**src/rtl/alu_exec_stage_pkg.sv**
```systemverilog
`default_nettype none
// ============================================================================
// Package     : alu_exec_stage_pkg
// Description : Shared ALU opcode encodings and default widths for the
//               execute stage and its combinational ALU core.
// Revision    : 1.0 - initial release
// ============================================================================
package alu_exec_stage_pkg;

  // Default operand/result width and destination-tag width
  localparam int unsigned WIDTH_DEFAULT = 32;
  localparam int unsigned TAG_W_DEFAULT = 5;

  // alu_ctr encodings produced by alu_control
  localparam logic [2:0] ALU_AND = 3'b000;
  localparam logic [2:0] ALU_OR  = 3'b001;
  localparam logic [2:0] ALU_SLT = 3'b100;
  localparam logic [2:0] ALU_ADD = 3'b101;
  localparam logic [2:0] ALU_SUB = 3'b110;

  // True for the codes alu_control never issues (010, 011, 111)
  function automatic logic is_reserved(input logic [2:0] ctr);
    return !(ctr == ALU_AND || ctr == ALU_OR || ctr == ALU_SLT ||
             ctr == ALU_ADD || ctr == ALU_SUB);
  endfunction

endpackage
`default_nettype wire

```
**src/rtl/alu_exec_stage_core.sv**
```systemverilog
`default_nettype none
// ============================================================================
// Module      : alu_core
// Description : Purely combinational ALU: AND/OR/ADD/SUB/SLT with zero,
//               signed-overflow and reserved-opcode flags.
// Revision    : 1.0 - initial release
// ============================================================================
module alu_core
  import alu_exec_stage_pkg::*;
#(
  parameter int WIDTH = WIDTH_DEFAULT
) (
  input  logic [2:0]       alu_ctr,
  input  logic [WIDTH-1:0] op_a,
  input  logic [WIDTH-1:0] op_b,
  output logic [WIDTH-1:0] result,
  output logic             zero,
  output logic             ovf,
  output logic             illegal
);

  logic [WIDTH-1:0] sum;
  logic [WIDTH-1:0] diff;
  logic             a_lt_b;

  assign sum    = op_a + op_b;
  assign diff   = op_a - op_b;
  // Direct signed compare so SLT stays correct when A-B overflows
  assign a_lt_b = $signed(op_a) < $signed(op_b);

  // Select the operation result and its flags
  always_comb begin
    result  = '0;
    ovf     = 1'b0;
    illegal = 1'b0;
    case (alu_ctr)
      ALU_AND: result = op_a & op_b;
      ALU_OR:  result = op_a | op_b;
      ALU_ADD: begin
        result = sum;
        ovf    = (op_a[WIDTH-1] == op_b[WIDTH-1]) && (sum[WIDTH-1] != op_a[WIDTH-1]);
      end
      ALU_SUB: begin
        result = diff;
        ovf    = (op_a[WIDTH-1] != op_b[WIDTH-1]) && (diff[WIDTH-1] != op_a[WIDTH-1]);
      end
      ALU_SLT: result = {{(WIDTH-1){1'b0}}, a_lt_b};
      default: illegal = 1'b1;
    endcase
  end

  assign zero = (result == '0);

endmodule
`default_nettype wire

```
**src/rtl/alu_exec_stage.sv**
```systemverilog
`default_nettype none
// ============================================================================
// Module      : alu_exec_stage
// Description : Registered execute stage. One ALU core ahead of a 2-entry
//               (main + skid) result buffer with valid/ready on both sides;
//               in_ready comes straight from a flop.
// Revision    : 1.0 - initial release
// ============================================================================
module alu_exec_stage
  import alu_exec_stage_pkg::*;
#(
  parameter int WIDTH = WIDTH_DEFAULT,
  parameter int TAG_W = TAG_W_DEFAULT
) (
  input  logic             clk,
  input  logic             reset_n,
  input  logic             flush,
  input  logic             in_valid,
  output logic             in_ready,
  input  logic [2:0]       alu_ctr,
  input  logic [WIDTH-1:0] op_a,
  input  logic [WIDTH-1:0] op_b,
  input  logic [TAG_W-1:0] in_tag,
  output logic             out_valid,
  input  logic             out_ready,
  output logic [WIDTH-1:0] out_result,
  output logic             out_zero,
  output logic             out_ovf,
  output logic             out_illegal,
  output logic [TAG_W-1:0] out_tag
);

  // Entry layout: {result, zero, ovf, illegal, tag}
  localparam int ENTRY_W = WIDTH + 3 + TAG_W;

  logic [WIDTH-1:0]   core_result;
  logic               core_zero;
  logic               core_ovf;
  logic               core_illegal;

  logic [ENTRY_W-1:0] new_entry;
  logic [ENTRY_W-1:0] main_entry;
  logic [ENTRY_W-1:0] skid_entry;
  logic               main_v;
  logic               skid_v;
  logic               ready_q;

  logic               accept;
  logic               pop;
  logic               main_v_nx;
  logic               skid_v_nx;
  logic               load_main_new;
  logic               load_main_skid;
  logic               load_skid;

  alu_core #(
    .WIDTH (WIDTH)
  ) u_core (
    .alu_ctr (alu_ctr),
    .op_a    (op_a),
    .op_b    (op_b),
    .result  (core_result),
    .zero    (core_zero),
    .ovf     (core_ovf),
    .illegal (core_illegal)
  );

  assign new_entry = {core_result, core_zero, core_ovf, core_illegal, in_tag};

  assign accept = in_valid & ready_q;
  assign pop    = main_v & out_ready;

  // Buffer occupancy update and entry-move decisions, flush first
  always_comb begin
    main_v_nx      = main_v;
    skid_v_nx      = skid_v;
    load_main_new  = 1'b0;
    load_main_skid = 1'b0;
    load_skid      = 1'b0;
    if (flush) begin
      main_v_nx = 1'b0;
      skid_v_nx = 1'b0;
    end else if (pop) begin
      if (skid_v) begin
        load_main_skid = 1'b1;
        skid_v_nx      = 1'b0;
        // Unreachable while in_ready tracks !skid_v; kept so order is preserved regardless
        if (accept) begin
          load_skid = 1'b1;
          skid_v_nx = 1'b1;
        end
      end else if (accept) begin
        load_main_new = 1'b1;
      end else begin
        main_v_nx = 1'b0;
      end
    end else if (accept) begin
      if (!main_v) begin
        load_main_new = 1'b1;
        main_v_nx     = 1'b1;
      end else begin
        load_skid = 1'b1;
        skid_v_nx = 1'b1;
      end
    end
  end

  // Valid flags and the registered in_ready (true whenever the skid slot is free)
  always_ff @(posedge clk or negedge reset_n) begin
    if (!reset_n) begin
      main_v  <= 1'b0;
      skid_v  <= 1'b0;
      ready_q <= 1'b1;
    end else begin
      main_v  <= main_v_nx;
      skid_v  <= skid_v_nx;
      ready_q <= !skid_v_nx;
    end
  end

  // Entry payloads: computed results, never operands
  always_ff @(posedge clk or negedge reset_n) begin
    if (!reset_n) begin
      main_entry <= '0;
      skid_entry <= '0;
    end else begin
      if (load_main_new) begin
        main_entry <= new_entry;
      end else if (load_main_skid) begin
        main_entry <= skid_entry;
      end
      if (load_skid) begin
        skid_entry <= new_entry;
      end
    end
  end

  assign in_ready  = ready_q;
  assign out_valid = main_v;
  assign {out_result, out_zero, out_ovf, out_illegal, out_tag} = main_entry;

endmodule
`default_nettype wire
```
**config.mk**
```make
export PLATFORM = sky130hd
export DESIGN_NAME = alu_exec_stage
export DESIGN_NICKNAME = d
export VERILOG_FILES = /design/src/rtl/alu_exec_stage_pkg.sv /design/src/rtl/alu_exec_stage_core.sv /design/src/rtl/alu_exec_stage.sv
export SDC_FILE = /design/constraint.sdc
export NUM_CORES = 1
export LEC_CHECK = 0
export ABC_AREA = 0
export BUFFER_PORTS_ARGS = -buffer_cell sky130_fd_sc_hd__buf_2
export CAP_MARGIN = 20
export CORE_ASPECT_RATIO = 0.7
export CORE_UTILIZATION = 40
export DETAILED_ROUTE_END_ITERATION = 7
export MAX_ROUTING_LAYER = met4
export PLACE_DENSITY = 0.66
export SYNTH_ARGS = -nofsm -noshare
export SYNTH_HDL_FRONTEND = slang
export SYNTH_SLANG_ARGS = --single-unit
```
**constraint.sdc**
```tcl
create_clock -name clk -period 2.3 [get_ports clk]
set_input_delay 0.46 -clock clk [delete_from_list [all_inputs] [get_ports clk]]
set_output_delay 0.46 -clock clk [all_outputs]
set_load 0.02 [all_outputs]
```
==> results.md <==
* CP endpoint kind: flip-flop
* Post-synth EDFFs at 0
* Total power at ~7.7 mW
* H-tree levels at 3
* DRC at 6
* Detailed-route wire length at 37.9 mm
* Syn nets at about 1300
* Starting Density at 0.408
* Cell Area, Synth at 0.00885 mm2
* GRT Total Usage at 0.326
* Worst slack, placed at -1730 ps
* Post-synth top area share at 0.232
* WS Path Type: in -> reg
* Row cnt at 45
* Yosys warning total at 0
* Slew HR at 0.519
* Cell Pwr Density at around 490 mW/mm2
* Highest Signal Layer: met4
* CP max FO at 4
* CTS sink count at 83
* Post-DP HPWL at around 28 mm
* Die area at roughly 0.023 mm2
* MaxCap Viol Count at 0
* Main synth FF type: dfrtp_1
* Core area at around 0.022 mm2
* Clk_lat worst skew at 340 ps
* Final count of hold timing violations at 0
* Fin crit share at 1.52
* Cell taking the most area after synthesis: dfrtp_1
* Slew @ Worst Pin at between 700 and 800 ps
* Post-Place Cells at approximately 1900
* Critical path startpoint category: input pin
* Final WS setup at -1190 ps
* Vias in the first global route at around 11000
* Sequential cell area fraction in the yosys report at 0.235
* WP data required at between 2000 and 3000 ps
* WL/cell at between 15 and 20 um
* Syn Inst Count at approximately 1200
* Flop pwr share at 0.258
* Worst path arrival time at approximately 3700 ps
* Min-Delay Path Class: in -> async
* Most common cell after layout, fill and taps aside: buf_4
* Clock skew at just under 10 ps
* Die width at approximately 180 um
* Minimum clock period at approximately 3500 ps
* Met1 WL at 17.0 mm
* Routed length on met2 at roughly 17 mm
* Clock network power share at 0.194
* Gr ovfl total at 0
* Cell Int Power at ~4.6 mW
* First-pass GRT wire length at 57.3 mm
* Initial DRT Pass Iterations at 8
* Worst-path clk slew at about 60 ps
* Gp weighted congestion at 0.991
* IO Pins at 119
* Combinational power share at 0.548
* Top cell by count, worst path: mux2_4
* CTS tree: built
* Share of cells above drive strength 1 at 0.525
* #FFs+latches synth at 83
* Clk Tree Root Cell: clkbuf_16
* Fin nets at about 1900
* Layout area overhead at 76.1%
* Max stage delay on crit path at 420 ps
* Status: complete, but fails checks
* Drt via density at 5.68
* Initial antenna violation count at 0
* # fillers at around 1600
* Syn_area_per_cell at 7.60 um2
* RSZ-0062 raised after global routing: yes
* Worst IR Drop VDD at 467 uV
* DR iter-0 viols at approximately 1100
* Psw at approximately 3 mW
* Most frequent cells in the layout: 407 x buf_4, 129 x nand2_1, 100 x buf_2
* Leak at approximately 7.4 nW
* Violated checks: design-rule violations, negative setup slack
* Top post-synthesis cells by area: dfrtp_1 23%, ha_1 14%, o21ai_0 6.0%, nand2_1 5.9%, a21oi_1 5.2%
* Final Non-Filler Cells at roughly 2000
* Setup violators final at 50
* Buffers added on ports at approximately 120
* # diodes at 0
* Pin count of the biggest net entering global routing at 67
* Hold WS at 70.1 ps
* Synth cell types at between 80 and 90
* CTS max path bufs at 2
* Routed Antenna Nets at 0
* Net Sw Frac at 0.394
* Die H at 126 um
* FFs w/ async S/R, synth at 1.00
* Vias at between 10000 and 15000
* Crit-path slowest cell: fa_2
* CP cell instances: buf_12, inv_12, ha_4, inv_2, fa_2, nor3b_4, o311ai_4, a31oi_4, or3_1, o21ba_4, o21ai_2, nand2b_1, mux2_4, o211ai_1, nor4_4, mux2_4
* Total CTS buffers at 9
* Max Slew Vio Count at 0
* Fmax at ~290 MHz
* Met3 WL at around 2.8 mm
==> final timing paths <==
path | startpoint | end | slack (ps) | depth (start not counted)
max | op_a[0] | skid_entry[7] | -1190 | 16
min | reset_n | main_entry[2] | 70 | 1
max reg2reg | in_ready | main_entry[27] | 280 | 6
min reg2reg | skid_entry[24] | skid_entry[24] | 480 | 2
max in group asynchronous | reset_n | skid_entry[7] | 1590 | 2
min in group clk | in_tag[1] | skid_entry[1] | 320 | 3
==> critical path: cells and delay by family <==
family,cells,cell delay [ps]
compound gates,5,1220
fa+ha+maj,2,540
buf+inv,3,190
mux,2,550
simple gates,4,740
==> area by class of cell <==
cell class	instances	area, um2	area share
timing repair buffer	592	4630	0.297
multi-input combinational	888	7680	0.493
clock inverter	7	81.3	0.00522
inverter	124	523	0.0336
tap	282	353	0.0226
clock buffer	9	225	0.0145
sequential	83	2080	0.133
==> cells in the mapped netlist, types with 9 or more instances <==
cell type,instances
buf_2,13
nor2_1,59
nor3_1,16
a221oi_1,9
inv_1,118
nor2b_1,17
nand2b_1,10
nor4_1,16
a21oi_1,92
o21a_1,14
clkbuf_1,48
o31ai_1,20
nand2_1,140
nand4_1,15
o21ai_0,106
mux2i_1,26
nand3_1,19
o22ai_1,10
a22oi_1,33
dfrtp_1,82
ha_1,100
xnor2_1,10
a221o_1,10
o221ai_1,9
a21o_1,10
o211ai_1,9
a211oi_1,17
==> power by group through the flow <==
stage | Clock, mW | Combinational (mW) | Sequential, mW
final | 1.48 | 4.19 | 1.97
after global routing | 1.58 | 4.46 | 2.01
after CTS | 1.50 | 3.63 | 1.97
after detailed placement | 0 | 3.27 | 1.99
after global placement | 0 | 3.23 | 1.98
after floorplan | 0 | 1.47 | 2.13
==> sequential cells by signal, summed over array words and instances (netlist names) <==
register    count
out_valid       1
skid_v          1
in_ready        1
skid_entry     40
main_entry     40
==> cells by family (layout without fill, tap and decap cells) <==
logic type	Yosys count	count (layout)	share of synthesized area
AOI/OAI and AO/OA	413	413	0.309
and+or+nand+nor	331	331	0.178
buffers and inverters	193	732	0.0846
adders and majority gates	102	102	0.146
DFF	83	83	0.235
muxes	31	31	0.0370
xor gates and xnor gates	11	11	0.0109
==> repair_timing <==
item,CTS,global route
endpoints found under the setup margin,60,59
cloned,0,1
pin swaps,74,105
gates resized for setup,193,232
setup buffers,27,59
hold buffers,0,0
==> layer usage <==
metal,GRT usage,vias to the layer above
met5,-,-
met4,0.0649,0
met3,0.0646,73
met2,0.507,468
met1,0.439,5447
li1,-,5280
==> through the flow <==
| stage | cell area [um2] | utilization | TNS, ps |
|---|---|---|---|
| after detailed placement | 12900 | 0.597 | -54620 |
| after global placement | 12900 | 0.597 | -52740 |
| after CTS | 14300 | 0.659 | -20790 |
| final | 15600 | 0.719 | -23040 |
| after floorplan | 9170 | - | -14820 |
| after global routing | 15600 | 0.719 | -25150 |
Note: power is estimated with default switching activity, not from simulation.
